<file path="src/rtl/aes_dec_key_sched_ctrl_if.sv">
// Handshake and scheduler-control bundle between the AES-128 decryption key
// scheduler controller (slave) and the round datapath / scheduler side (master).
interface aes_dec_key_sched_ctrl_if;
    logic       key_valid;
    logic       key_ready;
    logic       round_advance;
    logic       round_key_valid;
    logic [3:0] key_index;
    logic       busy;
    logic [1:0] control_signal;
    logic [3:0] round_number;

    modport master (
        output key_valid,
        output round_advance,
        input  key_ready,
        input  round_key_valid,
        input  key_index,
        input  busy,
        input  control_signal,
        input  round_number
    );

    modport slave (
        input  key_valid,
        input  round_advance,
        output key_ready,
        output round_key_valid,
        output key_index,
        output busy,
        output control_signal,
        output round_number
    );
endinterface

</file>
<file path="src/rtl/aes_dec_key_sched_ctrl.sv">
// Sequencer for the iterative AES-128 decryption key scheduler: load the cipher
// key, expand forward to round key NR, then step back one key per request.
module aes_dec_key_sched_ctrl #(
    parameter int NR = 10
) (
    input  logic                          clk,
    input  logic                          rst_n,
    aes_dec_key_sched_ctrl_if.slave       bus
);

    typedef enum logic [1:0] {
        IDLE   = 2'd0,
        LOAD   = 2'd1,
        EXPAND = 2'd2,
        READY  = 2'd3
    } state_t;

    localparam logic [3:0] NR_U     = 4'(NR);
    localparam logic [1:0] SEL_HOLD = 2'b00;
    localparam logic [1:0] SEL_LOAD = 2'b01;
    localparam logic [1:0] SEL_FWD  = 2'b10;
    localparam logic [1:0] SEL_REV  = 2'b11;

    state_t     state, state_nxt;
    logic [3:0] exp_cnt, exp_cnt_nxt;
    logic [3:0] key_index, key_index_nxt;

    always_ff @(posedge clk or negedge rst_n) begin
        if (!rst_n) begin
            state     <= IDLE;
            exp_cnt   <= 4'd0;
            key_index <= 4'd0;
        end else begin
            state     <= state_nxt;
            exp_cnt   <= exp_cnt_nxt;
            key_index <= key_index_nxt;
        end
    end

    // Select and round number are decoded combinationally so the scheduler sees
    // them before the same edge that moves the controller.
    always_comb begin
        state_nxt          = state;
        exp_cnt_nxt        = exp_cnt;
        key_index_nxt      = key_index;
        bus.control_signal = SEL_HOLD;
        bus.round_number   = 4'd0;
        bus.key_ready      = 1'b0;
        bus.round_key_valid = 1'b0;
        bus.busy           = 1'b0;

        case (state)
            IDLE: begin
                bus.key_ready = 1'b1;
                if (bus.key_valid) begin
                    state_nxt = LOAD;
                end
            end
            LOAD: begin
                bus.control_signal = SEL_LOAD;
                bus.busy           = 1'b1;
                state_nxt          = EXPAND;
                exp_cnt_nxt        = 4'd1;
            end
            EXPAND: begin
                bus.control_signal = SEL_FWD;
                bus.round_number   = exp_cnt;
                bus.busy           = 1'b1;
                if (exp_cnt == NR_U) begin
                    state_nxt     = READY;
                    key_index_nxt = NR_U;
                end else begin
                    exp_cnt_nxt = exp_cnt + 4'd1;
                end
            end
            READY: begin
                bus.key_ready       = 1'b1;
                bus.round_key_valid = 1'b1;
                if (bus.key_valid) begin
                    // A new key flushes the current schedule; any advance is dropped.
                    state_nxt = LOAD;
                end else if (bus.round_advance) begin
                    if (key_index != 4'd0) begin
                        bus.control_signal = SEL_REV;
                        bus.round_number   = key_index;
                        key_index_nxt      = key_index - 4'd1;
                    end else begin
                        // Register holds the cipher key again: re-expand in place.
                        bus.round_key_valid = 1'b0;
                        state_nxt           = EXPAND;
                        exp_cnt_nxt         = 4'd1;
                    end
                end
            end
            default: begin
                state_nxt = IDLE;
            end
        endcase
    end

    assign bus.key_index = key_index;

endmodule

</file>
<file path="src/flat_wrapper.sv">
// flat-port wrapper written by rule: the top's interface ports become plain ports
module aes_dec_key_sched_ctrl_flat 
#(
    parameter int NR = 10
)
  (clk, rst_n, bus_key_valid, bus_round_advance, bus_key_ready, bus_round_key_valid, bus_key_index, bus_busy, bus_control_signal, bus_round_number);
  aes_dec_key_sched_ctrl_if bus_i ();
  input  logic clk;
  input  logic rst_n;
  input wire logic [$bits(bus_i.key_valid)-1:0] bus_key_valid;
  input wire logic [$bits(bus_i.round_advance)-1:0] bus_round_advance;
  output wire logic [$bits(bus_i.key_ready)-1:0] bus_key_ready;
  output wire logic [$bits(bus_i.round_key_valid)-1:0] bus_round_key_valid;
  output wire logic [$bits(bus_i.key_index)-1:0] bus_key_index;
  output wire logic [$bits(bus_i.busy)-1:0] bus_busy;
  output wire logic [$bits(bus_i.control_signal)-1:0] bus_control_signal;
  output wire logic [$bits(bus_i.round_number)-1:0] bus_round_number;
  assign bus_i.key_valid = bus_key_valid;
  assign bus_i.round_advance = bus_round_advance;
  assign bus_key_ready = bus_i.key_ready;
  assign bus_round_key_valid = bus_i.round_key_valid;
  assign bus_key_index = bus_i.key_index;
  assign bus_busy = bus_i.busy;
  assign bus_control_signal = bus_i.control_signal;
  assign bus_round_number = bus_i.round_number;
  aes_dec_key_sched_ctrl #(.NR(NR)) u_core (.clk(clk), .rst_n(rst_n), .bus(bus_i));
endmodule
</file>
<file path="config.mk">
export PLATFORM = sky130hd
export DESIGN_NAME = aes_dec_key_sched_ctrl_flat
export DESIGN_NICKNAME = d
export VERILOG_FILES = /design/src/rtl/aes_dec_key_sched_ctrl_if.sv /design/src/rtl/aes_dec_key_sched_ctrl.sv /design/src/flat_wrapper.sv
export SDC_FILE = /design/constraint.sdc
export NUM_CORES = 1
export LEC_CHECK = 0
export ABC_AREA = 1
export CAP_MARGIN = 10
export CORE_MARGIN = 5
export CORE_UTILIZATION = 26
export CTS_CLUSTER_SIZE = 25
export DETAILED_ROUTE_END_ITERATION = 6
export PLACE_DENSITY = 0.47
export SLEW_MARGIN = 20
export SYNTH_ARGS = -nofsm -noshare
export SYNTH_HDL_FRONTEND = slang
export SYNTH_SLANG_ARGS = --single-unit
export TNS_END_PERCENT = 20
</file>
<file path="constraint.sdc">
create_clock -name clk -period 3.1 [get_ports clk]
set_input_delay 0.465 -clock clk [delete_from_list [all_inputs] [get_ports clk]]
set_output_delay 0.465 -clock clk [all_outputs]
set_load 0.01 [all_outputs]
</file>
==> flow_summary.yaml <==
timing:
  fin_tns_setup_ps: 0
  timing.max_slew.rel_slack_pct: 66.48
  fraction_of_the_cycle_the_final_worst_path_needs_pct: 89.14
  final.hold.worst_slack_ps: 531.4
  final_hold_vio_count: 0
  setup_viol: 0
  achievable-frequency_mhz: 361.9
  timing.final.max_slew_violations: 0
  rsz_0062_raised_after_global_routing: "no"
  setup_slack_ps: 336.7
  period_minus_ws_final_ps: 2763
  skew_ps: 8.728
  pin_slew_with_the_least_headroom_to_its_limit_ps: 501.3
clocking:
  clock_tree.root_cell: "sky130_fd_sc_hd__clkbuf_4"
  htreeDepth: 1
  worstSkewPairLatency_ps: 270
  cts_num_sinks: 10
  cts_post_setup_buffers_inserted: 0
  clock_slew_seen_by_the_registers_of_the_worst_setup_and_hold_paths_ps: 70
  cts-hold-fix-buffers: 0
  clock_tree_from_tritoncts: "built"
  clock_tree.buffer_depth: 2
  cts-buffers-inserted: 3
  cts_resized: 0
job:
  maxCapViolCount: 0
yosys:
  ys_seq_elements: 10
  count_of_mapped_cells_out_of_synthesis: 127
  synthesis.area_um2: 893.4
  synth_top_cells_by_area: "sky130_fd_sc_hd__dfrtp_1 (28%), sky130_fd_sc_hd__nand2_1 (20%), sky130_fd_sc_hd__ha_1 (11%), sky130_fd_sc_hd__inv_1 (5.5%), sky130_fd_sc_hd__nand3_1 (4.5%)"
  ys_seq_area_share_pct: 28.01
  synth_area_per_cell_um2: 7.034
  synth.yosys.warnings: 0
  synthMostInstantiatedCell: "sky130_fd_sc_hd__nand2_1"
  ys_dominant_reg_cell: "sky130_fd_sc_hd__dfrtp_1"
  ys_top_cells_by_count: "sky130_fd_sc_hd__nand2_1 (47), sky130_fd_sc_hd__inv_1 (13), sky130_fd_sc_hd__dfrtp_1 (10)"
  synth-async-reset-ratio_pct: 100.0
  synth_cell_type_count: 23
  netlist.area_leader.share_pct: 28.01
  synth_top_cell_by_area: "sky130_fd_sc_hd__dfrtp_1"
  synth_nets: 139
  synth-edff-count: 0
drt:
  antenna_left: 0
  detail_route.drc_violations: 0
  initialDrtViolationCount: 45
  routed_wire_length_per_instance_um: 11.24
  drt-pass1-iter-count: 4
  postRouteWirelength_um: 2136
  dr_total_vias: 824
  drt-vias-per-instance: 4.337
worst_setup_path:
  timing_worst_setup_path_type: "reg -> out"
  critPathMaxFanout: 10
  worstPathArrival_ps: 2300
  crit_path_end_kind: "output pin"
  timing.critical_path.mode_cell: "sky130_fd_sc_hd__nor2_4"
  worst_r2r_startpoint: "u_core.state[0]"
  cpPeakStageDelay_ps: 560
  critical-path-slowest-cell: "sky130_fd_sc_hd__clkdlybuf4s50_1"
  r2r_slack_ps: 1480
  worstReg2RegEnd: "u_core.bus.key_index[2]"
  launching_element_type_of_the_critical_path: "flip-flop"
  worstRegToRegCells: 7
  critPathRequiredTime_ps: 2630
  timing.critical_path.cells: "ha_1, inv_4, nor2_4, nand2_4, nor2_4, nand2_1, o21ai_0, clkdlybuf4s50_1"
placement:
  placement.cell_area_um2: 1092
  place_congestion: 0.8436
  port-buffer-count: 16
  place_hpwl_um: 1715
  dp_slack_ps: 596.2
cells_and_area:
  layout.nets: 158
  area.growth.synth_to_final_pct: 24.79
  design_area_um2: 1115
  drive_gt1_share_pct: 12.50
  antennaDiodeCount: 0
  filler_cell_count: 373
floorplan:
  row_count: 21
  core_region_area_um2: 3337
  floorplan.die_area_um2: 4708
  die_height_um: 68.62
  die_w_um: 68.62
  floorplan.initialDensity_pct: 26.77
  io-pin-count: 17
global_route:
  antenna_found_initial: 0
  via_count_of_the_first_global_routing_pass: 795
  maximum_number_of_pins_on_one_net_before_global_route_repair: 11
  grt.overflow.total: 0
  groute.usage.overall_pct: 10.01
  grt_pass1_wl_um: 3484
status:
  outcome: "complete, no violations"
pwr:
  vdd_drop_max_mv: 0.2744
  overall_power_after_layout_uw: 1061
  pwr_density_cell_nw_per_um2: 952.0
  power.leakage_uw: 0.0005596
worst_hold_path:
  holdCritPathClass: "in -> async"
==> power breakdown <==
group	switching (µW)	leakage, µW	total (µW)	internal [µW]
combinational	410	0.000418	720	310
clock	45.7	0.0000138	90.5	44.8
sequential	70.8	0.000128	251	180
==> cell type report <==
| class | instances | area [µm²] | share of cell area (%) |
|---|---|---|---|
| inverter | 16 | 62.56 | 5.612 |
| tap | 46 | 57.56 | 5.163 |
| timing repair buffer | 16 | 160.2 | 14.37 |
| clock buffer | 3 | 22.52 | 2.020 |
| sequential | 10 | 250.2 | 22.45 |
| multi-input combinational | 99 | 561.8 | 50.39 |
==> layer usage <==
layer  up-vias  global-route usage, %  share of wire [%]
li1        435                      -                  -
met1       375                  12.68                 49
met2        12                  16.09                 47
met3         2                  1.783                3.1
met4         0                  5.211                1.3
met5         -                      0                  0
==> worst max-delay path, delay by kind of cell (launching register included) <==
kind,cells,cell delay (ps)
flip-flops,1,440
adder cells (fa/ha/maj),1,470
buffers and inverters,2,650
AND/OR/NAND/NOR,4,410
AO/OA/AOI/OAI,1,70
==> stage by stage <==
step	std cells	util [%]
6_report	190	33.41
5_1_grt	190	33.41
4_1_cts	190	33.41
3_5_place_dp	187	32.73
3_3_place_gp	187	32.73
2_1_floorplan	127	-
==> how the worst max path moves through the flow <==
stage,depth (start not counted),from,end,slack [ps]
after floorplan,8,u_core.state[1],bus_round_number[1],1420
after global placement,7,bus_key_valid,bus_round_number[1],590
after detailed placement,7,bus_key_valid,bus_control_signal[0],600
after CTS,8,u_core.state[1],bus_round_number[1],330
after global routing,8,u_core.state[1],bus_control_signal[0],150
final,8,u_core.state[1],bus_round_number[1],340
==> registers in the layout, summed over array words and instances, names as in the netlist <==
signal                cells
u_core.state              2
u_core.bus.key_index      4
u_core.exp_cnt            4
==> cell families (layout without fill, tap and decap cells) <==
group	count (synthesis)	in the layout	share of synthesized area, %
fa+ha+maj	8	8	11.20
buf+inv	18	35	9.105
compound gates	12	12	8.123
flops	10	10	28.01
simple gates	78	78	42.58
xor+xnor	1	1	0.9806
==> cells in the final DEF (no fill, tap or decap), types with 3 or more instances in the layout <==
| cell type | count |
|---|---|
| sky130_fd_sc_hd__clkbuf_4 | 3 |
| sky130_fd_sc_hd__nand2_1 | 47 |
| sky130_fd_sc_hd__ha_1 | 8 |
| sky130_fd_sc_hd__o21ai_0 | 5 |
| sky130_fd_sc_hd__nand4_1 | 3 |
| sky130_fd_sc_hd__nand3_1 | 8 |
| sky130_fd_sc_hd__inv_1 | 13 |
| sky130_fd_sc_hd__o21bai_1 | 4 |
| sky130_fd_sc_hd__clkdlybuf4s50_1 | 16 |
| sky130_fd_sc_hd__nand2_2 | 5 |
| sky130_fd_sc_hd__dfrtp_1 | 10 |
| sky130_fd_sc_hd__nor2_1 | 6 |
Power figures use the tool's default switching activity.
